**src/rtl/ling_adder_pipe.sv**
```systemverilog
// ling_adder_pipe: three-stage pipelined Ling adder with valid/ready handshake.
//   S1 registers bitwise generate/propagate/half-sum and the carry-in.
//   S2 registers the Ling pseudo-carries H. They are built per 8-bit group,
//      and a Kogge-Stone prefix across the groups supplies each group's carry-in.
//   S3 registers sum, cout and, optionally, ovf.
// Optional feature: define LING_OVF_EN to add the two's-complement overflow port.
module ling_adder_pipe #(
  parameter int WIDTH = 32
) (
  input  logic             clk,
  input  logic             rst,
  input  logic             in_valid,
  output logic             in_ready,
  input  logic [WIDTH-1:0] a,
  input  logic [WIDTH-1:0] b,
  input  logic             cin,
  output logic             out_valid,
  input  logic             out_ready,
  output logic [WIDTH-1:0] sum,
  output logic             cout
`ifdef LING_OVF_EN
  ,
  output logic             ovf
`endif
);

  // Element 0 of the group arrays is the carry-in, treated as a virtual group.
  // Element k (k >= 1) is the data group k-1. The topmost data group never
  // needs its own group terms, because nothing sits above it.
  localparam int GROUPS = WIDTH / 8;

  logic             adv;

  logic             s1_valid;
  logic [WIDTH-1:0] s1_g;
  logic [WIDTH-1:0] s1_p;
  logic [WIDTH-1:0] s1_x;
  logic             s1_cin;

  logic             s2_valid;
  logic [WIDTH-1:0] s2_h;
  logic [WIDTH-1:0] s2_p;
  logic [WIDTH-1:0] s2_x;
  logic             s2_cin;

  logic [GROUPS-1:0] grp_g;
  logic [GROUPS-1:0] grp_p;
  logic [GROUPS-1:0] pfx_g;
  logic [GROUPS-1:0] pfx_p;
  logic [GROUPS-1:0] nxt_g;
  logic [GROUPS-1:0] nxt_p;
  logic [WIDTH-1:0]  h_next;

  logic [WIDTH-1:0] carry;
  logic [WIDTH-1:0] sum_next;
  logic             cout_next;

`ifdef LING_OVF_EN
  // When the operand sign bits agree, x is 0 there and g carries that sign.
  logic s2_sign;
  logic ovf_next;
`endif

  // The whole pipe moves only when the output slot is free or being drained.
  assign adv      = !out_valid || out_ready;
  assign in_ready = adv && !rst;

  // Group generate/propagate, followed by a parallel prefix across groups.
  always_comb begin
    // NOTE: every variable gets a default at the top so no path can infer a latch.
    grp_g = '0;
    grp_p = '0;
    pfx_g = '0;
    pfx_p = '0;
    nxt_g = '0;
    nxt_p = '0;
    grp_g[0] = s1_cin;
    grp_p[0] = s1_cin;
    for (int k = 1; k < GROUPS; k++) begin
      for (int j = 0; j < 8; j++) begin
        grp_g[k] = s1_g[8*(k-1)+j] | (s1_p[8*(k-1)+j] & grp_g[k]);
      end
      grp_p[k] = &s1_p[8*(k-1) +: 8];
    end
    pfx_g = grp_g;
    pfx_p = grp_p;
    for (int d = 1; d < GROUPS; d = d * 2) begin
      nxt_g = pfx_g;
      nxt_p = pfx_p;
      for (int k = d; k < GROUPS; k++) begin
        nxt_g[k] = pfx_g[k] | (pfx_p[k] & pfx_g[k-d]);
        nxt_p[k] = pfx_p[k] & pfx_p[k-d];
      end
      pfx_g = nxt_g;
      pfx_p = nxt_p;
    end
  end

  // Ling recurrence inside each group: H_i = g_i | p_{i-1} & H_{i-1}.
  // The first bit of a group takes the group carry-in as p_{i-1} & H_{i-1}.
  always_comb begin
    h_next = '0;
    for (int k = 0; k < GROUPS; k++) begin
      h_next[8*k] = s1_g[8*k] | pfx_g[k];
      for (int j = 1; j < 8; j++) begin
        h_next[8*k+j] = s1_g[8*k+j] | (s1_p[8*k+j-1] & h_next[8*k+j-1]);
      end
    end
  end

  // Recover real carries from the pseudo-carries: c_i = p_{i-1} & H_{i-1},
  // and c_0 is the carry-in itself.
  assign carry     = {s2_p[WIDTH-2:0] & s2_h[WIDTH-2:0], s2_cin};
  assign sum_next  = s2_x ^ carry;
  assign cout_next = s2_p[WIDTH-1] & s2_h[WIDTH-1];

`ifdef LING_OVF_EN
  assign ovf_next = !s2_x[WIDTH-1] && (sum_next[WIDTH-1] != s2_sign);
`endif

  // Control path: stage valid bits and visible outputs, cleared asynchronously.
  always_ff @(posedge clk or posedge rst) begin
    if (rst) begin
      // NOTE: sequential state uses non-blocking assignments so every stage samples pre-edge values.
      s1_valid  <= 1'b0;
      s2_valid  <= 1'b0;
      out_valid <= 1'b0;
      sum       <= '0;
      cout      <= 1'b0;
`ifdef LING_OVF_EN
      ovf       <= 1'b0;
`endif
    end else if (adv) begin
      s1_valid  <= in_valid;
      s2_valid  <= s1_valid;
      out_valid <= s2_valid;
      sum       <= sum_next;
      cout      <= cout_next;
`ifdef LING_OVF_EN
      ovf       <= ovf_next;
`endif
    end
  end

  // Internal datapath stages: advance in lockstep with the valid bits.
  always_ff @(posedge clk) begin
    // NOTE: internal data registers are not reset; their valid bits already mark them meaningless.
    if (adv) begin
      s1_g   <= a & b;
      s1_p   <= a | b;
      s1_x   <= a ^ b;
      s1_cin <= cin;
      s2_h   <= h_next;
      s2_p   <= s1_p;
      s2_x   <= s1_x;
      s2_cin <= s1_cin;
`ifdef LING_OVF_EN
      s2_sign <= s1_g[WIDTH-1];
`endif
    end
  end

endmodule
```
**config.mk**
```make
export PLATFORM = sky130hd
export DESIGN_NAME = ling_adder_pipe
export DESIGN_NICKNAME = d
export VERILOG_FILES = /design/src/rtl/ling_adder_pipe.sv
export SDC_FILE = /design/constraint.sdc
export NUM_CORES = 1
export LEC_CHECK = 0
export ABC_CLOCK_PERIOD_IN_PS = 12300
export CAP_MARGIN = 25
export CORE_MARGIN = 2
export CORE_UTILIZATION = 60
export CTS_BUF_LIST = sky130_fd_sc_hd__clkbuf_16
export DETAILED_ROUTE_END_ITERATION = 10
export HOLD_SLACK_MARGIN = 0.03
export PLACE_DENSITY = 0.82
export SLEW_MARGIN = 20
export SYNTH_ARGS = -nofsm -noshare
export SYNTH_HDL_FRONTEND = slang
export SYNTH_SLANG_ARGS = --single-unit
```
**constraint.sdc**
```tcl
create_clock -name clk -period 12.3 [get_ports clk]
set_clock_uncertainty 0.05 [all_clocks]
set_input_delay 1.845 -clock clk [delete_from_list [all_inputs] [get_ports clk]]
set_output_delay 1.845 -clock clk [all_outputs]
set_load 0.01 [all_outputs]
```
==> flow_metrics.py <==
metrics = {
    "run_status": {
        "status": "finished, final reports clean",
    },
    "drt": {
        "wl_per_cell_um": 15.0,
        "dr_total_vias": 4889,
        "route.detailed.drc": 0,
        "wl_um": 14300,
        "ant_nets": 0,
        "drtIter0Drc": 380,
        "first_pass_iters": 5,
        "via_per_inst": 5.10,
    },
    "floorplan": {
        "fp.coreArea_um2": 15200,
        "die_w_um": 129,
        "start_util": 0.612,
        "rows": 45,
        "io_pins": 104,
        "die-area_um2": 16500,
        "die_h_um": 129,
    },
    "synthesis": {
        "syn_area_um2": 9300,
        "synth_edf_count": 194,
        "ys_seq_elements": 230,
        "syn_inst": 632,
        "synth.avg_cell_area_um2": 14.7,
        "synth_fp_nets": 765,
        "ys_seq_area_frac": 0.723,
        "yosysUniqueCellTypes": 38,
        "async_flop_share": 0.157,
        "synth_area_leaders": "edfxtp_1 (63%), dfrtp_1 (9.7%), ha_1 (8.6%), inv_1 (4.0%), nand2_1 (3.0%)",
        "synth_warnings": 0,
        "synth_top_area_frac": 0.626,
        "synth.largest_area_cell": "edfxtp_1",
        "ys.flop_type": "edfxtp_1",
    },
    "critical_path": {
        "required_ns": 10.40,
        "crit-reg2reg-launch": "out_valid",
        "worstSetupStartpoint": "out_ready",
        "timing.reg2reg.setup_slack_ns": 9.31,
        "path_class": "input port to primary output",
        "endpoint_kind": "primary output",
        "cp.arrival_ns": 3.50,
        "startpoint_type": "input port",
        "worst-path-max-fanout": 69,
    },
    "layout": {
        "diodes": 0,
        "final_common_cell": "edfxtp_1",
        "layout_common_cells": "edfxtp_1 (194), inv_1 (106), clkdlybuf4s50_1 (103), nand2_1 (74), ha_1 (64)",
        "syn_to_final_growth_pct": 21.0,
        "drive_above_1_share": 0.0571,
        "fin_nets": 887,
        "stdcell_area_um2": 11300,
        "nFillCells": 947,
    },
    "timing": {
        "hold_violations": 0,
        "max-slew-margin-rel": 0.341,
        "slew_viol_final": 0,
        "fin_setup_tns_ns": 0,
        "finalCritPeriodShare": 0.439,
        "timing.hold.ws_ns": 0.363,
        "min_period_ns": 5.39,
        "setup_ws_ns": 6.91,
        "grt_setup_unrepaired": "false",
        "finalSetupViolCount": 0,
        "max_freq_mhz": 185,
        "worst_slew_pin_slew_ns": 0.989,
    },
    "global_routing": {
        "grt_pass1_vias": 4785,
        "grt_pass1_wl_um": 22900,
        "antenna_found_initial": 0,
        "grt_max_degree": 113,
        "track_usage": 0.177,
        "gr-total-overflow": 0,
    },
    "clocking": {
        "postCtsHoldBufs": 0,
        "clk_pin_slew_ns": 0.06,
        "clock_latency_ns": 0.49,
        "numCtsBuffers": 22,
        "cts_tree": "built",
        "cts_sinks": 230,
        "clk_path_buf_depth": 3,
        "cts_root_buf": "clkbuf_16",
        "cts_resized": 0,
        "cts.htree.levels": 1,
        "cts_setup_buffers": 0,
    },
    "power_and_ir_drop": {
        "share_comb_of_total_power": 0.172,
        "p_seq_frac": 0.534,
        "p_per_area_nw_per_um2": 188,
        "intPower_mw": 1.59,
        "p_sw_frac": 0.251,
        "p_clk_frac": 0.294,
        "p_switching_uw": 531,
        "ir_drop_mv": 0.106,
        "power_leakage_nw": 4.66,
    },
    "min_path": {
        "min_from": "s1_x[10]",
        "hp-class": "register to register",
    },
    "placement": {
        "port_buffers": 103,
        "dp_slack_ns": 6.88,
        "place_congestion": 0.748,
        "dpl_cell_area_um2": 10600,
        "dp_hpwl_um": 9750,
    },
    "job": {
        "max_cap_violations": 0,
    },
}
worst max-delay path, stage by stage:
cell             delay, ns
clkdlybuf4s50_1       0.45
nor2b_4               0.12
buf_4                 0.50
nor2_1                0.09
clkdlybuf4s50_1       0.50
metrics by stage:
step           cells  utilization  total power [mW]
6_report         958        0.740              2.12
4_1_cts          958        0.740              2.14
3_5_place_dp     918        0.696              1.51
5_1_grt          958        0.740              2.22
2_1_floorplan    632            -              1.33
3_3_place_gp     918        0.696              1.49
cell families (layout without fill, tap and decap cells):
group,Yosys count,count (layout),share of synthesized area
XOR/XNOR,32,32,0.0301
flip-flops,230,230,0.723
AO/OA/AOI/OAI,94,94,0.0679
buffers and inverters,107,245,0.0432
adder cells (fa/ha/maj),64,64,0.0861
AND/OR/NAND/NOR,103,103,0.0473
multiplexers,2,2,0.00242
path summary, 6_finish.rpt:
path                                 end  cells past startpoint
worst max-delay path            in_ready                      5
worst min-delay path            s2_x[10]                      0
worst max register to register  s1_x[14]                      4
worst min register to register  s2_x[10]                      0
max in group asynchronous        sum[12]                      3
min in group asynchronous        sum[29]                      3
cells in the mapped netlist (3+ instances only):
master     count
edfxtp_1     194
inv_1         99
nand2_1       74
ha_1          64
o21ai_0       43
dfrtp_1       36
xor2_1        31
a21o_1        19
clkbuf_1       8
nor3_1         8
a21oi_1        5
nor2_1         5
a211oi_1       4
nand4_1        4
a2111oi_0      3
a21o_2         3
o21a_1         3
power by group through the flow:
stage	Combinational (mW)	Clock, mW	Sequential (mW)
3_5_place_dp	0.365	0	1.15
3_3_place_gp	0.353	0	1.14
6_report	0.364	0.622	1.13
5_1_grt	0.404	0.665	1.15
2_1_floorplan	0.165	0	1.16
4_1_cts	0.370	0.634	1.13
state kept, by name, summed over array words and instances (netlist names):
name       cells
out_valid      1
s2_cin         1
sum           32
s2_p          32
cout           1
s1_cin         1
s2_x          32
s1_p          32
s1_g          32
s1_x          32
s1_valid       1
s2_h          32
s2_valid       1
per-layer routing:
metal / share of wire / track usage / wire (µm) / vias up
met1: 0.42 / 0.229 / 6070 / 2304
met5: 0 / 0 / 0 / -
li1: - / - / - / 2435
met4: 0.016 / 0.0512 / 233 / 0
met3: 0.049 / 0.0295 / 707 / 24
met2: 0.51 / 0.312 / 7320 / 126
cell type report:
type                            count  area, µm²  area share
Clock buffer                       23        576      0.0511
Multi-Input combinational cell    295       2180       0.194
Sequential cell                   230       6730       0.598
Clock inverter                     17        103     0.00912
Tap cell                          188        235      0.0209
Inverter                           99        377      0.0335
Timing Repair Buffer              106       1050      0.0936
Power figures use the tool's default switching activity.
